$ cat src/rtl/intra_pred_nxn_if.sv
// intra_pred_nxn_if: block-level bus of the NxN intra predictor.
// master = pixel source / residual sink side, slave = the predictor itself.
interface intra_pred_nxn_if #(
  parameter int BLK      = 4,
  parameter int BITDEPTH = 8
);
  localparam int SADW = BITDEPTH + 2 * $clog2(BLK);

  logic                        NEWBLK;
  logic [BLK*BITDEPTH-1:0]     TOPI;
  logic [BLK*BITDEPTH-1:0]     LEFTI;
  logic                        TOPVALID;
  logic                        LEFTVALID;
  logic                        STROBEI;
  logic [4*BITDEPTH-1:0]       DATAI;
  logic                        READYI;
  logic                        READYO;
  logic                        STROBEO;
  logic [4*(BITDEPTH+1)-1:0]   DATAO;
  logic                        LASTO;
  logic                        MSTROBEO;
  logic [1:0]                  MODEO;
  logic [SADW-1:0]             SADO;

  modport master (
    output NEWBLK, TOPI, LEFTI, TOPVALID, LEFTVALID, STROBEI, DATAI, READYO,
    input  READYI, STROBEO, DATAO, LASTO, MSTROBEO, MODEO, SADO
  );

  modport slave (
    input  NEWBLK, TOPI, LEFTI, TOPVALID, LEFTVALID, STROBEI, DATAI, READYO,
    output READYI, STROBEO, DATAO, LASTO, MSTROBEO, MODEO, SADO
  );
endinterface

$ cat src/rtl/intra_pred_nxn.sv
// intra_pred_nxn: NxN (4 or 8) luma intra predictor and mode selector.
// Latches neighbours, accumulates V/H/DC SADs while buffering the block,
// picks the cheapest available mode and streams signed residuals.
// Optional macro INTRA_NXN_MODE_BIAS_EN: adds MODE_BIAS to the V and H costs.
module intra_pred_nxn #(
  parameter int BLK       = 4,
  parameter int BITDEPTH  = 8,
  parameter int MODE_BIAS = 4
) (
  input  logic            CLK,
  input  logic            RESETN,
  intra_pred_nxn_if.slave bus
);
  localparam int LB    = $clog2(BLK);
  localparam int NBEAT = BLK * BLK / 4;
  localparam int KW    = $clog2(NBEAT);
  localparam int QPR   = BLK / 4;            // input beats per pixel row
  localparam int SADW  = BITDEPTH + 2 * LB;
  localparam int CW    = SADW + 1;           // cost width with headroom for the bias
  localparam int SUMW  = BITDEPTH + LB + 1;  // top+left sums plus rounding term
  localparam int RW    = BITDEPTH + 1;
  localparam int BW    = BITDEPTH + 2;       // one beat's four absolute differences
`ifdef INTRA_NXN_MODE_BIAS_EN
  localparam int BIAS  = MODE_BIAS;
`else
  // Bias disabled: raw SADs are compared, MODE_BIAS has no effect.
  localparam int BIAS  = MODE_BIAS * 0;
`endif

  typedef enum logic [2:0] {S_IDLE, S_PREP, S_LOAD, S_DECIDE, S_EMIT} state_t;
  state_t r_state, w_state_next;

  logic [BLK*BITDEPTH-1:0] r_top, r_left;
  logic                    r_topv, r_leftv;
  logic [BITDEPTH-1:0]     r_dc;
  logic [SADW-1:0]         r_sad_v, r_sad_h, r_sad_d;
  logic [KW-1:0]           r_cnt;
  logic [1:0]              r_mode;
  logic [SADW-1:0]         r_sad;
  logic                    r_mstrobe, r_strobeo, r_lasto;
  logic [4*RW-1:0]         r_datao;
  logic [4*BITDEPTH-1:0]   r_buf [NBEAT];

  logic                    w_accept, w_emit, w_last_cnt;
  logic [LB-1:0]           w_row;
  logic [4*BITDEPTH-1:0]   w_buf_word;
  logic [BITDEPTH-1:0]     w_dv [4];
  logic [BITDEPTH-1:0]     w_dh [4];
  logic [BITDEPTH-1:0]     w_dd [4];
  logic [4*RW-1:0]         w_res;
  logic [BW-1:0]           w_beat_v, w_beat_h, w_beat_d;
  logic [SUMW-1:0]         w_sum_top, w_sum_left;
  logic [BITDEPTH-1:0]     w_dc_next;
  logic [CW-1:0]           w_cost_v, w_cost_h, w_cost_d, w_best_cost;
  logic [1:0]              w_best_mode;

  function automatic logic [BITDEPTH-1:0] absdiff(input logic [BITDEPTH-1:0] a,
                                                  input logic [BITDEPTH-1:0] b);
    return (a > b) ? (a - b) : (b - a);
  endfunction

  assign w_accept   = (r_state == S_LOAD) && bus.STROBEI;
  assign w_emit     = (r_state == S_EMIT) && bus.READYO && !r_lasto;
  assign w_last_cnt = (r_cnt == KW'(NBEAT - 1));
  // The same counter walks the block in raster order during LOAD and EMIT.
  assign w_row      = LB'(int'(r_cnt) / QPR);
  assign w_buf_word = r_buf[r_cnt];

  genvar gi;
  generate
    for (gi = 0; gi < 4; gi++) begin : g_lane
      logic [LB-1:0]       w_col;
      logic [BITDEPTH-1:0] w_in_px, w_buf_px, w_top_px, w_left_px, w_pred_px;
      assign w_col     = LB'((int'(r_cnt) % QPR) * 4 + gi);
      assign w_in_px   = bus.DATAI[gi*BITDEPTH +: BITDEPTH];
      assign w_buf_px  = w_buf_word[gi*BITDEPTH +: BITDEPTH];
      assign w_top_px  = r_top[w_col*BITDEPTH +: BITDEPTH];
      assign w_left_px = r_left[w_row*BITDEPTH +: BITDEPTH];
      assign w_dv[gi]  = absdiff(w_in_px, w_top_px);
      assign w_dh[gi]  = absdiff(w_in_px, w_left_px);
      assign w_dd[gi]  = absdiff(w_in_px, r_dc);
      assign w_pred_px = (r_mode == 2'd0) ? w_top_px :
                         (r_mode == 2'd1) ? w_left_px : r_dc;
      assign w_res[gi*RW +: RW] = {1'b0, w_buf_px} - {1'b0, w_pred_px};
    end
  endgenerate

  // Per-beat cost contributions of the three predictors.
  always_comb begin
    w_beat_v = '0;
    w_beat_h = '0;
    w_beat_d = '0;
    for (int i = 0; i < 4; i++) begin
      w_beat_v = w_beat_v + BW'(w_dv[i]);
      w_beat_h = w_beat_h + BW'(w_dh[i]);
      w_beat_d = w_beat_d + BW'(w_dd[i]);
    end
  end

  // DC prediction from whichever neighbours are available, rounded.
  always_comb begin
    w_sum_top  = '0;
    w_sum_left = '0;
    for (int i = 0; i < BLK; i++) begin
      w_sum_top  = w_sum_top  + SUMW'(r_top[i*BITDEPTH +: BITDEPTH]);
      w_sum_left = w_sum_left + SUMW'(r_left[i*BITDEPTH +: BITDEPTH]);
    end
    if (r_topv && r_leftv)
      w_dc_next = BITDEPTH'((w_sum_top + w_sum_left + SUMW'(BLK)) >> (LB + 1));
    else if (r_topv)
      w_dc_next = BITDEPTH'((w_sum_top + SUMW'(BLK / 2)) >> LB);
    else if (r_leftv)
      w_dc_next = BITDEPTH'((w_sum_left + SUMW'(BLK / 2)) >> LB);
    else
      w_dc_next = BITDEPTH'(1 << (BITDEPTH - 1));
  end

  // Mode choice: DC is always a candidate; checking H then V with <= lets
  // the lower mode number win every tie.
  always_comb begin
    w_cost_v    = CW'(r_sad_v) + CW'(BIAS);
    w_cost_h    = CW'(r_sad_h) + CW'(BIAS);
    w_cost_d    = CW'(r_sad_d);
    w_best_cost = w_cost_d;
    w_best_mode = 2'd2;
    if (r_leftv && (w_cost_h <= w_best_cost)) begin
      w_best_cost = w_cost_h;
      w_best_mode = 2'd1;
    end
    if (r_topv && (w_cost_v <= w_best_cost)) begin
      w_best_cost = w_cost_v;
      w_best_mode = 2'd0;
    end
  end

  // State register.
  always_ff @(posedge CLK or negedge RESETN) begin
    if (!RESETN) r_state <= S_IDLE;
    else         r_state <= w_state_next;
  end

  // Next-state logic; EMIT leaves only after the last beat has been shown.
  always_comb begin
    w_state_next = r_state;
    case (r_state)
      S_IDLE:   if (bus.NEWBLK) w_state_next = S_PREP;
      S_PREP:   w_state_next = S_LOAD;
      S_LOAD:   if (w_accept && w_last_cnt) w_state_next = S_DECIDE;
      S_DECIDE: w_state_next = S_EMIT;
      S_EMIT:   if (r_lasto) w_state_next = S_IDLE;
      default:  w_state_next = S_IDLE;
    endcase
  end

  // Datapath: neighbour capture, DC, SAD accumulation, decision and residual output.
  always_ff @(posedge CLK or negedge RESETN) begin
    if (!RESETN) begin
      r_top     <= '0;
      r_left    <= '0;
      r_topv    <= 1'b0;
      r_leftv   <= 1'b0;
      r_dc      <= '0;
      r_sad_v   <= '0;
      r_sad_h   <= '0;
      r_sad_d   <= '0;
      r_cnt     <= '0;
      r_mode    <= 2'd2;
      r_sad     <= '0;
      r_mstrobe <= 1'b0;
      r_strobeo <= 1'b0;
      r_lasto   <= 1'b0;
      r_datao   <= '0;
    end else begin
      r_mstrobe <= 1'b0;
      r_strobeo <= 1'b0;
      r_lasto   <= 1'b0;
      case (r_state)
        S_IDLE: if (bus.NEWBLK) begin
          r_top   <= bus.TOPI;
          r_left  <= bus.LEFTI;
          r_topv  <= bus.TOPVALID;
          r_leftv <= bus.LEFTVALID;
          r_sad_v <= '0;
          r_sad_h <= '0;
          r_sad_d <= '0;
          r_cnt   <= '0;
        end
        S_PREP: r_dc <= w_dc_next;
        S_LOAD: if (w_accept) begin
          r_sad_v <= r_sad_v + SADW'(w_beat_v);
          r_sad_h <= r_sad_h + SADW'(w_beat_h);
          r_sad_d <= r_sad_d + SADW'(w_beat_d);
          r_cnt   <= r_cnt + 1'b1;
        end
        S_DECIDE: begin
          r_mode    <= w_best_mode;
          r_sad     <= SADW'(w_best_cost);
          r_mstrobe <= 1'b1;
          r_cnt     <= '0;
        end
        S_EMIT: if (w_emit) begin
          r_datao   <= w_res;
          r_strobeo <= 1'b1;
          r_lasto   <= w_last_cnt;
          r_cnt     <= r_cnt + 1'b1;
        end
        default: ;
      endcase
    end
  end

  // Original-pixel buffer; contents only matter once a full block is loaded.
  always_ff @(posedge CLK) begin
    if (w_accept) r_buf[r_cnt] <= bus.DATAI;
  end

  assign bus.READYI   = (r_state == S_LOAD);
  assign bus.STROBEO  = r_strobeo;
  assign bus.DATAO    = r_datao;
  assign bus.LASTO    = r_lasto;
  assign bus.MSTROBEO = r_mstrobe;
  assign bus.MODEO    = r_mode;
  assign bus.SADO     = r_sad;
endmodule

$ cat src/flat_wrapper.sv
// flat-port wrapper written by rule: the top's interface ports become plain ports
module intra_pred_nxn_flat 
#(
  parameter int BLK       = 4,
  parameter int BITDEPTH  = 8,
  parameter int MODE_BIAS = 4
)
  (CLK, RESETN, bus_NEWBLK, bus_TOPI, bus_LEFTI, bus_TOPVALID, bus_LEFTVALID, bus_STROBEI, bus_DATAI, bus_READYO, bus_READYI, bus_STROBEO, bus_DATAO, bus_LASTO, bus_MSTROBEO, bus_MODEO, bus_SADO);
  intra_pred_nxn_if #(.BLK(BLK), .BITDEPTH(BITDEPTH)) bus_i ();
  input  logic CLK;
  input  logic RESETN;
  input wire logic [$bits(bus_i.NEWBLK)-1:0] bus_NEWBLK;
  input wire logic [$bits(bus_i.TOPI)-1:0] bus_TOPI;
  input wire logic [$bits(bus_i.LEFTI)-1:0] bus_LEFTI;
  input wire logic [$bits(bus_i.TOPVALID)-1:0] bus_TOPVALID;
  input wire logic [$bits(bus_i.LEFTVALID)-1:0] bus_LEFTVALID;
  input wire logic [$bits(bus_i.STROBEI)-1:0] bus_STROBEI;
  input wire logic [$bits(bus_i.DATAI)-1:0] bus_DATAI;
  input wire logic [$bits(bus_i.READYO)-1:0] bus_READYO;
  output wire logic [$bits(bus_i.READYI)-1:0] bus_READYI;
  output wire logic [$bits(bus_i.STROBEO)-1:0] bus_STROBEO;
  output wire logic [$bits(bus_i.DATAO)-1:0] bus_DATAO;
  output wire logic [$bits(bus_i.LASTO)-1:0] bus_LASTO;
  output wire logic [$bits(bus_i.MSTROBEO)-1:0] bus_MSTROBEO;
  output wire logic [$bits(bus_i.MODEO)-1:0] bus_MODEO;
  output wire logic [$bits(bus_i.SADO)-1:0] bus_SADO;
  assign bus_i.NEWBLK = bus_NEWBLK;
  assign bus_i.TOPI = bus_TOPI;
  assign bus_i.LEFTI = bus_LEFTI;
  assign bus_i.TOPVALID = bus_TOPVALID;
  assign bus_i.LEFTVALID = bus_LEFTVALID;
  assign bus_i.STROBEI = bus_STROBEI;
  assign bus_i.DATAI = bus_DATAI;
  assign bus_i.READYO = bus_READYO;
  assign bus_READYI = bus_i.READYI;
  assign bus_STROBEO = bus_i.STROBEO;
  assign bus_DATAO = bus_i.DATAO;
  assign bus_LASTO = bus_i.LASTO;
  assign bus_MSTROBEO = bus_i.MSTROBEO;
  assign bus_MODEO = bus_i.MODEO;
  assign bus_SADO = bus_i.SADO;
  intra_pred_nxn #(.BLK(BLK), .BITDEPTH(BITDEPTH), .MODE_BIAS(MODE_BIAS)) u_core (.CLK(CLK), .RESETN(RESETN), .bus(bus_i));
endmodule
$ cat config.mk
export PLATFORM = sky130hd
export DESIGN_NAME = intra_pred_nxn_flat
export DESIGN_NICKNAME = d
export VERILOG_FILES = /design/src/rtl/intra_pred_nxn_if.sv /design/src/rtl/intra_pred_nxn.sv /design/src/flat_wrapper.sv
export SDC_FILE = /design/constraint.sdc
export NUM_CORES = 1
export LEC_CHECK = 0
export BUFFER_PORTS_ARGS = -buffer_cell sky130_fd_sc_hd__buf_2
export CAP_MARGIN = 20
export CORE_MARGIN = 5
export CORE_UTILIZATION = 65
export DETAILED_ROUTE_END_ITERATION = 8
export PLACE_DENSITY_LB_ADDON = 0.05
export SETUP_SLACK_MARGIN = 0.3
export SYNTH_ARGS = -nofsm -noshare
export SYNTH_HDL_FRONTEND = slang
export SYNTH_SLANG_ARGS = --single-unit
$ cat constraint.sdc
create_clock -name CLK -period 11 [get_ports CLK]
set_input_delay 0.55 -clock CLK [delete_from_list [all_inputs] [get_ports CLK]]
set_output_delay 0.55 -clock CLK [all_outputs]
set_load 0.02 [all_outputs]
-- Yosys cells after proc, flatten, opt, wreduce, memory -nomap -nowiden
Memory sizes are Yosys's and may differ from the RTL's.
Index checks and enable logic that the tools add are counted.
- flip-flop bits (word level): 168
- memories kept: 1
- memory bits (writable): 128
- bits in read-only memories: 0
- bits of input ports: 103
- latch bits: 0
- equality and inequality tests: 11
- $mul: 0
- add/sub/neg operators: 51
- order comparisons: 14
- mux-type cells: 46
- shifts and indexed selects: 1
- bitwise gates (word level): 0
- reduce and logical (&&, ||, !) cells: 17
- divide/modulo/power cells: 0
- memories (memory ; words ; width ; read ports ; clocked after memory_dff ; wr ports ; line ; source):
    u_core.r_buf ; 4 ; 32 ; 1 ; 0 ; 1 ; intra_pred_nxn.sv:42 ; logic [4*BITDEPTH-1:0] r_buf [NBEAT];
- operators by type and width (operator ; number):
    subtractor 8 bit ; 24
    2-to-1 mux 8 bit ; 20
    > comparator 8 bit ; 12
    2-to-1 mux 12 bit ; 6
    case mux 12 bit (2 select lines) ; 3
    adder 10 x 8 -> 10 bit ; 6
    adder 8 x 8 -> 9 bit ; 5
    adder 11 x 8 -> 11 bit ; 4
    adder 12 x 10 -> 12 bit ; 3
    subtractor 8 x 8 -> 9 bit ; 4
    indexed part select 32 x 6 -> 8 bit ; 1
    less-or-equal comparator 12 bit ; 2
    adder 10 x 2 -> 10 bit, second input constant ; 2
    case mux 3 bit (5 select lines) ; 1
    adder 11 bit ; 1
    adder 11 x 3 -> 11 bit, second input constant ; 1
    2-to-1 mux 2 bit ; 5
    2-to-1 mux 3 bit ; 3
    != test 2 x 1 -> 1 bit, second input constant ; 4
    case mux 2 bit (4 select lines) ; 1
    logical AND 1 bit ; 7
    2-to-1 mux 1 bit ; 7
    == test 3 x 2 -> 1 bit, second input constant ; 2
    AND reduction 3 bit ; 2
    other kinds (13) ; 14

-- Logic depth before layout (Yosys ltp)
- depth in word-level cells: 9
- mapped depth: 32

-- Worst setup path after synthesis
Ideal clock, no wire load.
- path type: register -> register
- start point: register u_core.r_cnt[0]
- end point: register u_core.r_sad_h[10]
- library setup time: 0.132 ns
- buffers on the path: 2
- required time: 10.868 ns
- arrival time: 6.724 ns
- setup slack: 4.145 ns
- stages on the path, launching flop included: 31
- path through: dfrtp_1 clkbuf_1 buf_2 mux4_2 ha_1 nand4_1 a21oi_1 o32ai_4 mux2_2 o21a_1 nor2_1 ha_1 inv_1 o21ai_0 and2_1 o21ai_0 nand2b_1 xnor2_1 fa_1 inv_1 ha_1 nor2b_1 o21ai_0 nand2b_1 a21o_1 ha_1 and2_1 o21a_1 a41oi_1 xor2_1 nor2_1
- cells in the longest elaborated chain, start to end: 9
- ends and longest elaborated chain (what ; line ; source):
    from (decl) ; intra_pred_nxn.sv:37 ; logic [KW-1:0] r_cnt;
    from (signal assigned) ; intra_pred_nxn.sv:193 ; r_cnt <= r_cnt + 1'b1;
    from (signal assigned) ; intra_pred_nxn.sv:205 ; r_cnt <= r_cnt + 1'b1;
    indexed part select 32 x 6 -> 8 bit * ; intra_pred_nxn.sv:78 ; assign w_left_px = r_left[w_row*BITDEPTH +: BITDEPTH];
    subtractor 8 bit or > comparator 8 bit (tied branches) ; intra_pred_nxn.sv:59 ; return (a > b) ? (a - b) : (b - a);
    2-to-1 mux 8 bit ; intra_pred_nxn.sv:59 ;
    adder 8 x 8 -> 9 bit ; intra_pred_nxn.sv:95 ; w_beat_h = w_beat_h + BW'(w_dh[i]);
    adder 10 x 8 -> 10 bit ; intra_pred_nxn.sv:95 ;
    adder 10 x 8 -> 10 bit * ; intra_pred_nxn.sv:95 ;
    adder 12 x 10 -> 12 bit * ; intra_pred_nxn.sv:191 ; r_sad_h <= r_sad_h + SADW'(w_beat_h);
    2-to-1 mux 12 bit * ; intra_pred_nxn.sv:189 ; S_LOAD: if (w_accept) begin
    case mux 12 bit (2 select lines) * ; intra_pred_nxn.sv:177 ; case (r_state)
    to (signal assigned) ; intra_pred_nxn.sv:191 ;
    to (decl) ; intra_pred_nxn.sv:36 ; logic [SADW-1:0] r_sad_v, r_sad_h, r_sad_d;
Every way passes the cells marked *; elsewhere a longest branch is shown, timed or not. The select of a mux whose other input is x is not followed.
A chain may end at the register's enable or synchronous reset.

-- Final worst setup path
Ends and elaborated chain as after synthesis.

==> run_results.csv <==
group,metric,value,unit
cts,cts_tree,"yes",
floorplan,coreArea,39640,um^2
global_routing,antenna_found_initial,2,
final_layout,drive_gt1_share,12.62,%
cts,clkSinkCount,296,
worst_setup_path,cp-end-kind,"flip-flop",
placed_design,hpwlAfterDp,64480,um
floorplan,die_w,209.8,um
routing,routed_via_density,6.375,
timing,worst_pin_slew,1.009,ns
timing,fin_worst_skew,0.01970,ns
floorplan,initial_core_util,65.45,%
routing,drc,0,
timing,finalHoldViolCount,0,
synthesis,avgSynthCellArea,9.873,um^2
timing,fmax,125.2,MHz
routing,wire_per_inst,24.56,um
final_layout,area_growth,9.871,%
floorplan,placementRows,73,
synthesis,ys_types,71,
synthesis,synth_edf_count,128,
worst_setup_path,critPathRequiredTime,11.42,ns
synthesis,mappedNetlistArea,25950,um^2
global_routing,grt_max_degree,69,
synthesis,ys_top_cells_by_area,"ha_1 18%, dfrtp_1 16%, edfxtp_1 15%",
worst_setup_path,critical-path-max-stage-delay,0.68,ns
worst_setup_path,critPathKind,"reg -> reg",
worst_setup_path,r2r_setup_slack,3.01,ns
timing,period_needed,7.989,ns
routing,drt-initial-drc-count,2284,
final_layout,diodes,0,
synthesis,yosysTopAreaCellShare,17.79,%
routing,dr.pass1.iters,7,
global_routing,first_global_vias,21190,
synthesis,ys_ff_latch,296,
cts,clk_latency,0.57,ns
global_routing,grt_pass1_wl,123500,um
synthesis,synth_cells,2628,
worst_setup_path,path_delay_family,"adder cells",
routing,ant_nets,0,
placed_design,io_buffers,156,
global_routing,groute.usage.overall,36.61,%
worst_setup_path,crit_arrival,8.41,ns
global_routing,grt_overflow,0,
synthesis,synth.most_common_cell,"ha_1",
placed_design,gp_congestion,1.001,
routing,routed_wl,81810,um
final_layout,n_fill_cell,2896,
cts,cts_made_buffers,34,
timing,relSlewSlack,32.31,%
cts,cts_max_level,2,
worst_setup_path,crit_buf_inv,4,
floorplan,ios,157,
worst_setup_path,cp-start-kind,"flip-flop",
timing,rsz0062_at_grt,"no",
worst_setup_path,worst_path_max_delay_cell,"dfrtp_2",
synthesis,yosysTopAreaCell,"ha_1",
synthesis,syn_nets,3181,
cts,cts_root_buf,"clkbuf_16",
worst_setup_path,critPathMaxFanout,32,
timing,setup_viol,0,
floorplan,die_y,209.8,um
synthesis,ys_async_sr_fraction,56.76,%
cts,path_clk_slew,0.06,ns
synthesis,yosysSeqAreaShare,31.02,%
routing,vias,21240,
timing,final-max-slew-violation-count,0,
synthesis,yosysWarnings,0,
final_layout,postLayoutCoreUtil,71.91,%
synthesis,ys.flop_type,"dfrtp_1",
timing,fin_crit_sh,72.63,%
min_path,holdCritPathClass,"in -> reg",
final_layout,final_nets,3333,
job,max-cap-violations,0,
outcome,status,"finished clean",
floorplan,die_area,44010,um^2
timing,fin_tns_setup,0,ns
cts,clockBufferDepth,3,
synthesis,ys_top_cells_by_count,"369 x ha_1, 325 x inv_1, 238 x nand2_1",
[worst reg2reg max path, delay by kind of cell, from the launching register on]
kind            cells  cell delay (ns)
compound gates      9             1.88
xor+xnor            2             0.32
fa+ha+maj           5             1.89
buf+inv             4             1.06
flops               1             0.68
mux                 2             1.00
simple gates        8             1.04
[worst paths after layout]
check	from	endpoint	depth (start not counted)
worst min register to register	u_core.bus.DATAO[32]	u_core.bus.DATAO[32]	2
worst max register to register	u_core.r_cnt[0]	u_core.r_sad_h[10]	30
worst max-delay path	u_core.r_cnt[0]	u_core.r_sad_h[10]	30
worst min-delay path	bus_LEFTI[3]	u_core.r_left[3]	3
min in group asynchronous	RESETN	u_core.bus.STROBEO	2
max in group asynchronous	RESETN	u_core.r_cnt[0]	3
[registers in the layout (all words and copies together) (netlist names), 3 cells and up]
name              count
u_core.bus.SADO      12
u_core.r_dc           8
u_core.r_sad_d       12
u_core.r_sad_v       12
u_core.bus.DATAO     36
u_core.r_sad_h       12
u_core.r_buf        128
u_core.r_left        32
u_core.r_top         32
u_core.r_state        3
[layer usage]
layer / GRT usage, % / wire (um) / part of all wire [%] / up-vias
met5: 0 / 41 / 0.050 / -
met4: 13.48 / 3585 / 4.4 / 6
met3: 7.115 / 7584 / 9.3 / 197
met2: 59.93 / 38040 / 47 / 1074
met1: 48.82 / 32550 / 40 / 10420
li1: - / - / - / 9538
[metrics by stage]
step / instances / cell area, um^2 / setup WS [ns] / hold slack (ns)
2_1_floorplan: 2628 / 25950 / 4.145 / 0.2544
3_3_place_gp: 3268 / 27310 / 3.089 / 0.4577
3_5_place_dp: 3268 / 27310 / 2.986 / 0.4669
4_1_cts: 3331 / 28510 / 2.959 / 0.1594
5_1_grt: 3331 / 28510 / 2.421 / 0.1720
6_report: 3331 / 28510 / 3.011 / 0.1754
[repair_timing]
item                      4_1_cts  5_1_grt
setup buffers                   0        0
hold endpoints to repair       36        0
hold buffers                    1        0
resized for setup               0        0
[cell type report]
cell class / instances / area, um^2 / area share [%]
tap: 525 / 656.9 / 2.304
sequential: 296 / 8051 / 28.24
clock buffer: 40 / 894.6 / 3.138
multi-input combinational: 1946 / 16440 / 57.68
inverter: 325 / 1220 / 4.279
clock inverter: 22 / 294.0 / 1.031
timing repair buffer: 177 / 947.2 / 3.323
[cells in the final DEF, fill, tap and decap left out, types with 8 or more instances in the layout]
master	netlist	routed
ha_1	369	369
inv_1	325	325
nand2_1	238	237
o21ai_0	198	198
dfrtp_1	167	165
a21oi_1	159	159
buf_2	11	155
edfxtp_1	128	128
xnor2_1	105	105
nor2_1	89	87
fa_1	81	81
xor2_1	69	69
a21o_1	66	66
mux2i_1	59	59
mux2_2	53	53
nor2b_1	50	50
mux4_2	40	40
clkbuf_16	0	35
o21bai_1	33	33
nand4_1	32	32
o21a_1	27	27
o22ai_1	23	23
nand3_1	22	22
nor3_1	22	22
buf_4	0	20
a211oi_1	19	19
and3_1	17	17
nand2b_1	16	16
o31ai_1	14	14
o211ai_1	13	13
a22o_1	11	11
a21boi_0	10	10
a31oi_1	9	9
or3_1	9	9
and2_1	8	8
or2_2	8	8
[cells by family after synthesis]
kind of cell             share of synthesized area (%)
AND/OR/NAND/NOR                                  9.510
flip-flops                                       31.02
buffers and inverters                            5.671
adder cells (fa/ha/maj)                          24.04
XOR/XNOR                                         5.874
AO/OA/AOI/OAI                                    15.83
multiplexers                                     8.048
Power is left out: the tool's default activity adds up to more than one toggle a clock period on the data nets, which glitch-free logic cannot reach.
